`config.mk`:
```
export PLATFORM = sky130hd
export DESIGN_NAME = mem_port_arbiter
export DESIGN_NICKNAME = d
export VERILOG_FILES = /design/src/rtl/lc3b_types.sv /design/src/rtl/register.sv /design/src/rtl/mem_port_arbiter.sv
export SDC_FILE = /design/constraint.sdc
export NUM_CORES = 1
export LEC_CHECK = 0
export BUFFER_PORTS_ARGS = -buffer_cell sky130_fd_sc_hd__buf_2
export CORE_ASPECT_RATIO = 0.75
export CORE_UTILIZATION = 45
export DETAILED_ROUTE_END_ITERATION = 10
export GPL_TIMING_DRIVEN = 0
export PLACE_DENSITY = 0.86
export SETUP_SLACK_MARGIN = 0.5
export SYNTH_ARGS = -nofsm -noshare
export SYNTH_HDL_FRONTEND = slang
export SYNTH_SLANG_ARGS = --single-unit
```
`constraint.sdc`:
```
create_clock -name clk -period 3.1 [get_ports clk]
set_input_delay 0.31 -clock clk [delete_from_list [all_inputs] [get_ports clk]]
set_output_delay 0.31 -clock clk [all_outputs]
set_load 0.05 [all_outputs]
```
`src/rtl/lc3b_types.sv`:
```
// Shared LC-3b type definitions: datapath word, byte write mask and the
// memory-port arbiter state encoding.
package lc3b_types;

  typedef logic [15:0] lc3b_word;
  typedef logic [1:0]  lc3b_mem_wmask;

  typedef enum logic [2:0] {
    IDLE    = 3'd0,
    SERVE_I = 3'd1,
    SERVE_D = 3'd2,
    RESP_I  = 3'd3,
    RESP_D  = 3'd4
  } arb_state_t;

endpackage

```
`src/rtl/register.sv`:
```
// Generic loadable register with synchronous active-low clear.
module register #(
  parameter int width = 16
) (
  input  logic             clk,
  input  logic             reset_n,
  input  logic             load_i,
  input  logic [width-1:0] in_i,
  output logic [width-1:0] out_o
);

  always_ff @(posedge clk) begin
    if (!reset_n) out_o <= '0;
    else if (load_i) out_o <= in_i;
  end

endmodule

```
`src/rtl/mem_port_arbiter.sv`:
```
// Serialises LC-3b fetch (imem) and data (dmem) requests onto one physical
// memory port; data has priority, bounded by a starvation counter for fetch.
module mem_port_arbiter
  import lc3b_types::*;
#(
  parameter int STARVE_LIMIT = 4,
  parameter int CNT_W        = 3
) (
  input  logic          clk,
  input  logic          reset_n,
  input  logic          imem_read,
  input  lc3b_word      imem_address,
  output lc3b_word      imem_rdata,
  output logic          imem_resp,
  input  logic          dmem_read,
  input  logic          dmem_write,
  input  lc3b_word      dmem_address,
  input  lc3b_word      dmem_wdata,
  input  lc3b_mem_wmask dmem_byte_enable,
  output lc3b_word      dmem_rdata,
  output logic          dmem_resp,
  output logic          pmem_read,
  output logic          pmem_write,
  output lc3b_word      pmem_address,
  output lc3b_word      pmem_wdata,
  output lc3b_mem_wmask pmem_byte_enable,
  input  lc3b_word      pmem_rdata,
  input  logic          pmem_resp,
  output arb_state_t    dbg_state_o,
  output logic [CNT_W-1:0] dbg_starve_cnt_o
);

  // Handshake: a client raises read/write and holds it (with address/data
  // stable) until its resp pulse; resp lasts one cycle and rdata is only
  // meaningful in that cycle. pmem strobes likewise hold until pmem_resp.

  localparam logic [CNT_W-1:0] LIMIT   = CNT_W'(STARVE_LIMIT);
  localparam logic [CNT_W-1:0] CNT_MAX = '1;

  arb_state_t       state_q, state_d;
  logic [CNT_W-1:0] cnt_q, cnt_d;

  logic          dreq, d_wins, grant_d, grant_i, cap_load, serving, rdata_load;
  lc3b_word      cap_addr_d, cap_wdata_d, addr_q, wdata_q, rdata_q;
  lc3b_mem_wmask cap_be_d, be_q;
  logic          cap_wr_d, wr_q;

  assign dreq    = dmem_read | dmem_write;
  assign d_wins  = dreq && (!imem_read || (cnt_q < LIMIT));
  assign grant_d = (state_q == IDLE) && d_wins;
  assign grant_i = (state_q == IDLE) && !d_wins && imem_read;
  assign serving = (state_q == SERVE_I) || (state_q == SERVE_D);

  // Write wins when a client raises read and write together.
  assign cap_load    = grant_d | grant_i;
  assign cap_addr_d  = grant_d ? dmem_address     : imem_address;
  assign cap_wdata_d = grant_d ? dmem_wdata       : '0;
  assign cap_be_d    = grant_d ? dmem_byte_enable : 2'b11;
  assign cap_wr_d    = grant_d & dmem_write;
  assign rdata_load  = serving & pmem_resp;

  register #(.width(16)) u_addr  (.clk(clk), .reset_n(reset_n), .load_i(cap_load),
                                  .in_i(cap_addr_d),  .out_o(addr_q));
  register #(.width(16)) u_wdata (.clk(clk), .reset_n(reset_n), .load_i(cap_load),
                                  .in_i(cap_wdata_d), .out_o(wdata_q));
  register #(.width(2))  u_be    (.clk(clk), .reset_n(reset_n), .load_i(cap_load),
                                  .in_i(cap_be_d),    .out_o(be_q));
  register #(.width(1))  u_op    (.clk(clk), .reset_n(reset_n), .load_i(cap_load),
                                  .in_i(cap_wr_d),    .out_o(wr_q));
  register #(.width(16)) u_rdata (.clk(clk), .reset_n(reset_n), .load_i(rdata_load),
                                  .in_i(pmem_rdata),  .out_o(rdata_q));

  always_ff @(posedge clk) begin
    if (!reset_n) begin
      state_q <= IDLE;
      cnt_q   <= '0;
    end else begin
      state_q <= state_d;
      cnt_q   <= cnt_d;
    end
  end

  always_comb begin
    state_d = state_q;
    cnt_d   = cnt_q;
    case (state_q)
      IDLE: begin
        if (grant_d) begin
          state_d = SERVE_D;
          if (!imem_read)          cnt_d = '0;
          else if (cnt_q != CNT_MAX) cnt_d = cnt_q + CNT_W'(1);
        end else if (grant_i) begin
          state_d = SERVE_I;
          cnt_d   = '0;
        end
      end
      SERVE_I: if (pmem_resp) state_d = RESP_I;
      SERVE_D: if (pmem_resp) state_d = RESP_D;
      RESP_I:  state_d = IDLE;
      RESP_D:  state_d = IDLE;
      default: state_d = IDLE;
    endcase
  end

  // Physical port is quiet outside SERVE so reset and idle both read as zero.
  assign pmem_read        = serving & ~wr_q;
  assign pmem_write       = serving & wr_q;
  assign pmem_address     = serving ? addr_q  : '0;
  assign pmem_wdata       = serving ? wdata_q : '0;
  assign pmem_byte_enable = serving ? (wr_q ? be_q : 2'b11) : 2'b00;

  assign imem_resp  = (state_q == RESP_I);
  assign dmem_resp  = (state_q == RESP_D);
  assign imem_rdata = rdata_q;
  assign dmem_rdata = rdata_q;

  assign dbg_state_o      = state_q;
  assign dbg_starve_cnt_o = cnt_q;

endmodule

```
## After elaboration in Yosys (flattened, before gate mapping)

Cells that the tools add are included.

- Input port bits: 72
- Output and inout bits: 76
- Flip-flop bits (word level): 57
- Logic and storage cells: 53

- Multiplexer cells: 16
- Bitwise logic cells: 7
- Add/subtract/negate cells: 1
- Magnitude comparators: 1
- Eq/ne operators: 9
- Reductions and logical operators: 12

Operators by type and width:

| cell | count |
|---|---|
| 2-to-1 mux 16 bit | 4 |
| 2-to-1 mux 3 bit | 8 |
| one-hot mux 3 bit (3 select lines) | 1 |
| == test 3 x 2 -> 1 bit, second input constant | 2 |
| 2-to-1 mux 2 bit | 3 |
| != test 3 bit, second input constant | 2 |
| AND reduction 3 bit | 2 |
| AND 1 bit | 4 |
| logical AND 1 bit | 4 |
| != test 2 bit, second input constant | 2 |
| adder 3 x 1 -> 3 bit, second input constant | 1 |
| == test 3 x 1 -> 1 bit, second input constant | 1 |
| == test 3 bit, second input constant | 1 |
| zero test 3 bit | 1 |
| less-than comparator 3 bit, second input constant | 1 |
| != test 3 x 2 -> 1 bit, second input constant | 1 |
| zero test 1 bit | 2 |
| logical OR 1 bit | 2 |
| bitwise OR 1 bit | 2 |
| nonzero test 2 bit | 1 |
| NOT 1 bit | 1 |

## Depth between registers and ports, before layout

- Depth in word-level cells: 9
- Mapped depth: 8
- Depth with buffers taken out: 5

## By module

From an unflattened synthesis, not the netlist that was laid out.

- Cell total of the unflattened synthesis: 309
- Area, all modules: 3156.8 µm²

By module, submodules not included:

| module | cells an instance | area each (µm²) | instances | seq. area each (µm²) |
|---|---|---|---|---|
| register at u_addr ... | 51 | 615.6 | 3 | 320.3 |
| mem_port_arbiter | 147 | 1201.2 | 1 | 120.1 |
| register at u_be | 6 | 72.6 | 1 | 40.0 |
| register at u_op | 3 | 36.3 | 1 | 20.0 |

## Worst setup path before layout

Ideal clock, no wire load.

- Path type: flip-flop to output port
- Start point: register state_q[1], in the netlist dbg_state_o[1]
- End point: output pmem_byte_enable[0]
- Data required time: 2.790 ns
- Stages on the path, launching flop included: 5
- Arrival: 2.037 ns
- Slack: 0.753 ns
- Buffers on the path: 1
- Cells stage by stage: dfxtp_1 buf_2 xnor2_1 or2_2 a21oi_1

- Longest elaborated chain between the ends: 3
- Elaborated cells on any way between the ends: 4
- Those cells by class: eq/ne (2); mux (1); reduce/logical (1)

RTL lines:

| what | line | source |
|---|---|---|
| start, declared | mem_port_arbiter.sv:40 | `arb_state_t state_q, state_d;` |
| start signal, assigned | mem_port_arbiter.sv:78 | `state_q <= state_d;` |
| == test 3 x 1 -> 1 bit or == test 3 x 2 -> 1 bit (tied branches) | mem_port_arbiter.sv:52 | `assign serving = (state_q == SERVE_I) \|\| (state_q == SERVE_D);` |
| logical OR 1 bit (*) | mem_port_arbiter.sv:52 |  |
| 2-to-1 mux 2 bit (*) | mem_port_arbiter.sv:110 | `assign pmem_byte_enable = serving ? (wr_q ? be_q : 2'b11) : 2'b00;` |
| end, declared | mem_port_arbiter.sv:26 | `output lc3b_mem_wmask pmem_byte_enable,` |

Mark *: on every way between the ends. The rest lies on a longest branch, timed or not.

## Worst setup path after layout

- Start point: register state_q[1], in the netlist dbg_state_o[1]
- End point: output pmem_wdata[1]

- Longest elaborated chain between the ends: 3
- Elaborated cells on any way between the ends: 4
- Those cells by class: eq/ne (2); mux (1); reduce/logical (1)

RTL lines:

| what | line | source |
|---|---|---|
| == test 3 x 1 -> 1 bit or == test 3 x 2 -> 1 bit (tied branches) | mem_port_arbiter.sv:52 |  |
| logical OR 1 bit (*) | mem_port_arbiter.sv:52 |  |
| 2-to-1 mux 16 bit (*) | mem_port_arbiter.sv:109 | `assign pmem_wdata = serving ? wdata_q : '0;` |
| end, declared | mem_port_arbiter.sv:25 | `output lc3b_word pmem_wdata,` |

Marked as above.

==> impl_metrics.tcl <==
set metrics [dict create \
    status "completed" \
    coreArea_sq_mm 0.00586 \
    crit_path_top_delay_cell "clkbuf_1" \
    mappedNetlistArea_sq_mm 0.00274 \
    path_cells "buf_2 > xnor2_1 > nor2_2 > clkbuf_1 > and2_1 > buf_2" \
    crit_fanout 10 \
    drtPass1Iterations 5 \
    synth_compound_area_share_pct 18.0 \
    ant_nets 0 \
    clk_latency_ns 0.33 \
    leakage_nw 1.85 \
    place.detailed.hpwl_um 5430 \
    synthesis.nets 367 \
    switchingPower_mw 1.24 \
    synth_seq_cells 57 \
    synthSimpleGateAreaFrac_pct 23.2 \
    path_clk_slew_ns 0.06 \
    drive_gt1_share_pct 42.6 \
    drt_iter0_drc 82 \
    yosysSeqAreaShare_pct 41.6 \
    critPathBufInv 3 \
    grt.overflow.total 0 \
    rr_worst_depth 7 \
    synth-xor-area-share_pct 0.319 \
    die_area_sq_mm 0.00641 \
    nFillCells 503 \
    synth_warnings 0 \
    cts_setup_buffers 0 \
    drt-total-wl_um 7210 \
    grt_max_degree 11 \
    critical_path_class "reg -> out" \
    routedWlPerCell_um 13.5 \
    min-delay-path-class "in -> reg" \
    synth_mux_area_share_pct 6.21 \
    grt_pass1_vias 2558 \
    place.gp.congestion 0.793 \
    grt_antenna_before_repair 0 \
    ir_worst_vdd_mv 0.448 \
    final-setup-viol-count 0 \
    syn_inst 293 \
    critical_path.top_delay_family "buffers and inverters" \
    period_share_pct 75.2 \
    holdPathStages 3 \
    dp_slack_ns 0.981 \
    synth_top_family_by_area "simple AND/OR/NAND/NOR gates" \
    slew_violations 0 \
    die_height_um 69.6 \
    crit_required_ns 2.79 \
    cts_inserted_buffers 9 \
    seqPwrFrac_pct 30.0 \
    drc 0 \
    worst-slew-pin-transition_ns 0.925 \
    reg2reg_slack_ns 1.24 \
    fin_crit_ns 2.33 \
    portBuffers 146 \
    start_util_pct 46.8 \
    finalClockSkew_ns 0.00904 \
    fmax_ghz 0.429 \
    io_pins 148 \
    viasPerCell 5.02 \
    critical_path.endpoint_type "output port" \
    hold_viol 0 \
    p_int_mw 1.82 \
    syn_to_final_growth_pct 39.2 \
    track_usage_pct 23.0 \
    tns_ns 0 \
    nets 524 \
    cts_root_buffer "clkbuf_8" \
    max_slew_margin_pct 38.3 \
    maxCapViolations 0 \
    rows 24 \
    synth-adder-area-share_pct 0.913 \
    h-tree-depth 3 \
    yosysTopAreaCell "dfxtp_1" \
    diodes 0 \
    dr_total_vias 2674 \
    cp.arrival_ns 2.02 \
    cts_sinks 57 \
    p_comb_share_pct 42.3 \
    clock_power_share_pct 27.7 \
    grt_setup_unrepaired "no" \
    ctsLongestPathBuffers 2 \
    path_depth 6 \
    synth.area.top_cells "dfxtp_1, nor2b_1, and2_1, mux2i_1, buf_4" \
    max_stage_delay_ns 0.32 \
    ys_types 34 \
    synth_top_area_share_pct 41.6 \
    cp_common_cell "buf_2" \
    tritoncts "yes" \
    worst_slack_ns 0.770 \
    power.density_mw_per_mm2 802 \
    grt_pass1_wl_um 11600 \
    die_w_um 92.1 \
    netSwitchingFraction_pct 40.5 \
    cp-start-kind "flip-flop" \
    syn_area_per_cell_sq_um 9.36 \
]
-- cell usage after synthesis (all sizes together) --
cell type,count
or2,1
a2bb2oi,1
o311a,1
or3,2
a21boi,18
mux2i,17
o2bb2ai,1
buf,28
nor3b,3
o32a,1
xnor2,1
a311oi,1
inv,2
a21oi,4
nor3,2
nand4b,1
clkbuf,12
nand2,23
nor2,8
dfxtp,57
o221ai,15
nand2b,1
o21ai,3
a22oi,17
nor2b,34
nand4,2
ha,2
o32ai,1
and2,33
a311o,1
-- per-layer routing --
| layer | vias to the layer above | routed length [um] | global-route usage [%] |
|---|---|---|---|
| met5 | - | 0 | 0 |
| met2 | 118 | 3350 | 39.0 |
| met3 | 8 | 571 | 8.22 |
| met1 | 1225 | 3220 | 27.4 |
| met4 | 0 | 65 | 6.77 |
| li1 | 1323 | - | - |
-- layout make-up --
class / instances / area [sq um] / area share, %
Buffer: 40 / 258 / 6.75
Multi-Input combinational cell: 194 / 1340 / 35.0
Sequential cell: 57 / 1140 / 29.9
Clock inverter: 5 / 103 / 2.69
Tap cell: 78 / 97.6 / 2.56
Timing Repair Buffer: 146 / 731 / 19.1
Clock buffer: 11 / 141 / 3.70
Inverter: 2 / 7.51 / 0.197
-- through the flow --
step / std cells / instance area (sq um) / power (mW) / util, % / hold WS, ns
finish: 533 / 3820 / 3.06 / 65.2 / 0.223
CTS: 533 / 3810 / 3.08 / 65.1 / 0.210
global route: 533 / 3820 / 3.22 / 65.2 / 0.227
detailed placement: 517 / 3570 / 2.23 / 61.0 / 0.444
floorplan: 293 / 2740 / 1.92 / - / 0.430
global placement: 517 / 3570 / 2.21 / 61.0 / 0.440
-- state kept, by name, summed over array words and instances (netlist names) --
| signal | count |
|---|---|
| u_addr.out_o | 16 |
| u_rdata.out_o | 16 |
| u_wdata.out_o | 16 |
| dbg_starve_cnt_o | 3 |
| dbg_state_o | 3 |
| u_be.out_o | 2 |
| u_op.out_o | 1 |
-- power groups by stage --
stage / registers (mW) / logic (mW) / clock network, mW
5_1_grt: 0.934 / 1.38 / 0.897
6_report: 0.918 / 1.30 / 0.847
3_3_place_gp: 0.925 / 1.28 / 0
2_1_floorplan: 1.04 / 0.883 / 0
4_1_cts: 0.918 / 1.30 / 0.864
3_5_place_dp: 0.933 / 1.30 / 0
-- cells by family after synthesis --
logic type / Yosys count
mux: 17
flops: 57
xor+xnor: 1
buf+inv: 42
compound gates: 64
fa+ha+maj: 2
simple gates: 110
-- layout by cell type (no fill, tap or decap), drive strengths merged, types with 3 or more instances in the layout --
cell type and n:
nor3b 3, nor2b 34, o221ai 15, bufinv 3
a21boi 18, nor2 8, a22oi 17, and2 33
o21ai 3, nand2 23, dfxtp 57, mux2i 17
clkbuf 23, buf 174, a21oi 4
-- final timing paths --
| kind | startpoint | end |
|---|---|---|
| hold / removal | dmem_byte_enable[0] | u_be.out_o[0] |
| setup / recovery | dbg_state_o[1] | pmem_wdata[1] |
| hold reg to reg | u_addr.out_o[12] | u_addr.out_o[12] |
| setup reg to reg | dbg_state_o[0] | u_addr.out_o[2] |
-- worst register-to-register path, delay by kind of cell, from the launching register on --
family / cells / cell delay (ns)
AND/OR/NAND/NOR: 2 / 0.60
buffers and inverters: 3 / 0.52
AO/OA/AOI/OAI: 2 / 0.34
flip-flops: 1 / 0.33
-- repair_timing --
| action | CTS | global route |
|---|---|---|
| endpoints found under the setup margin | 0 | 26 |
| gates resized for setup | 0 | 1 |
| hold buffers | 0 | 0 |
No activity file was read; power rests on OpenSTA's default activity.
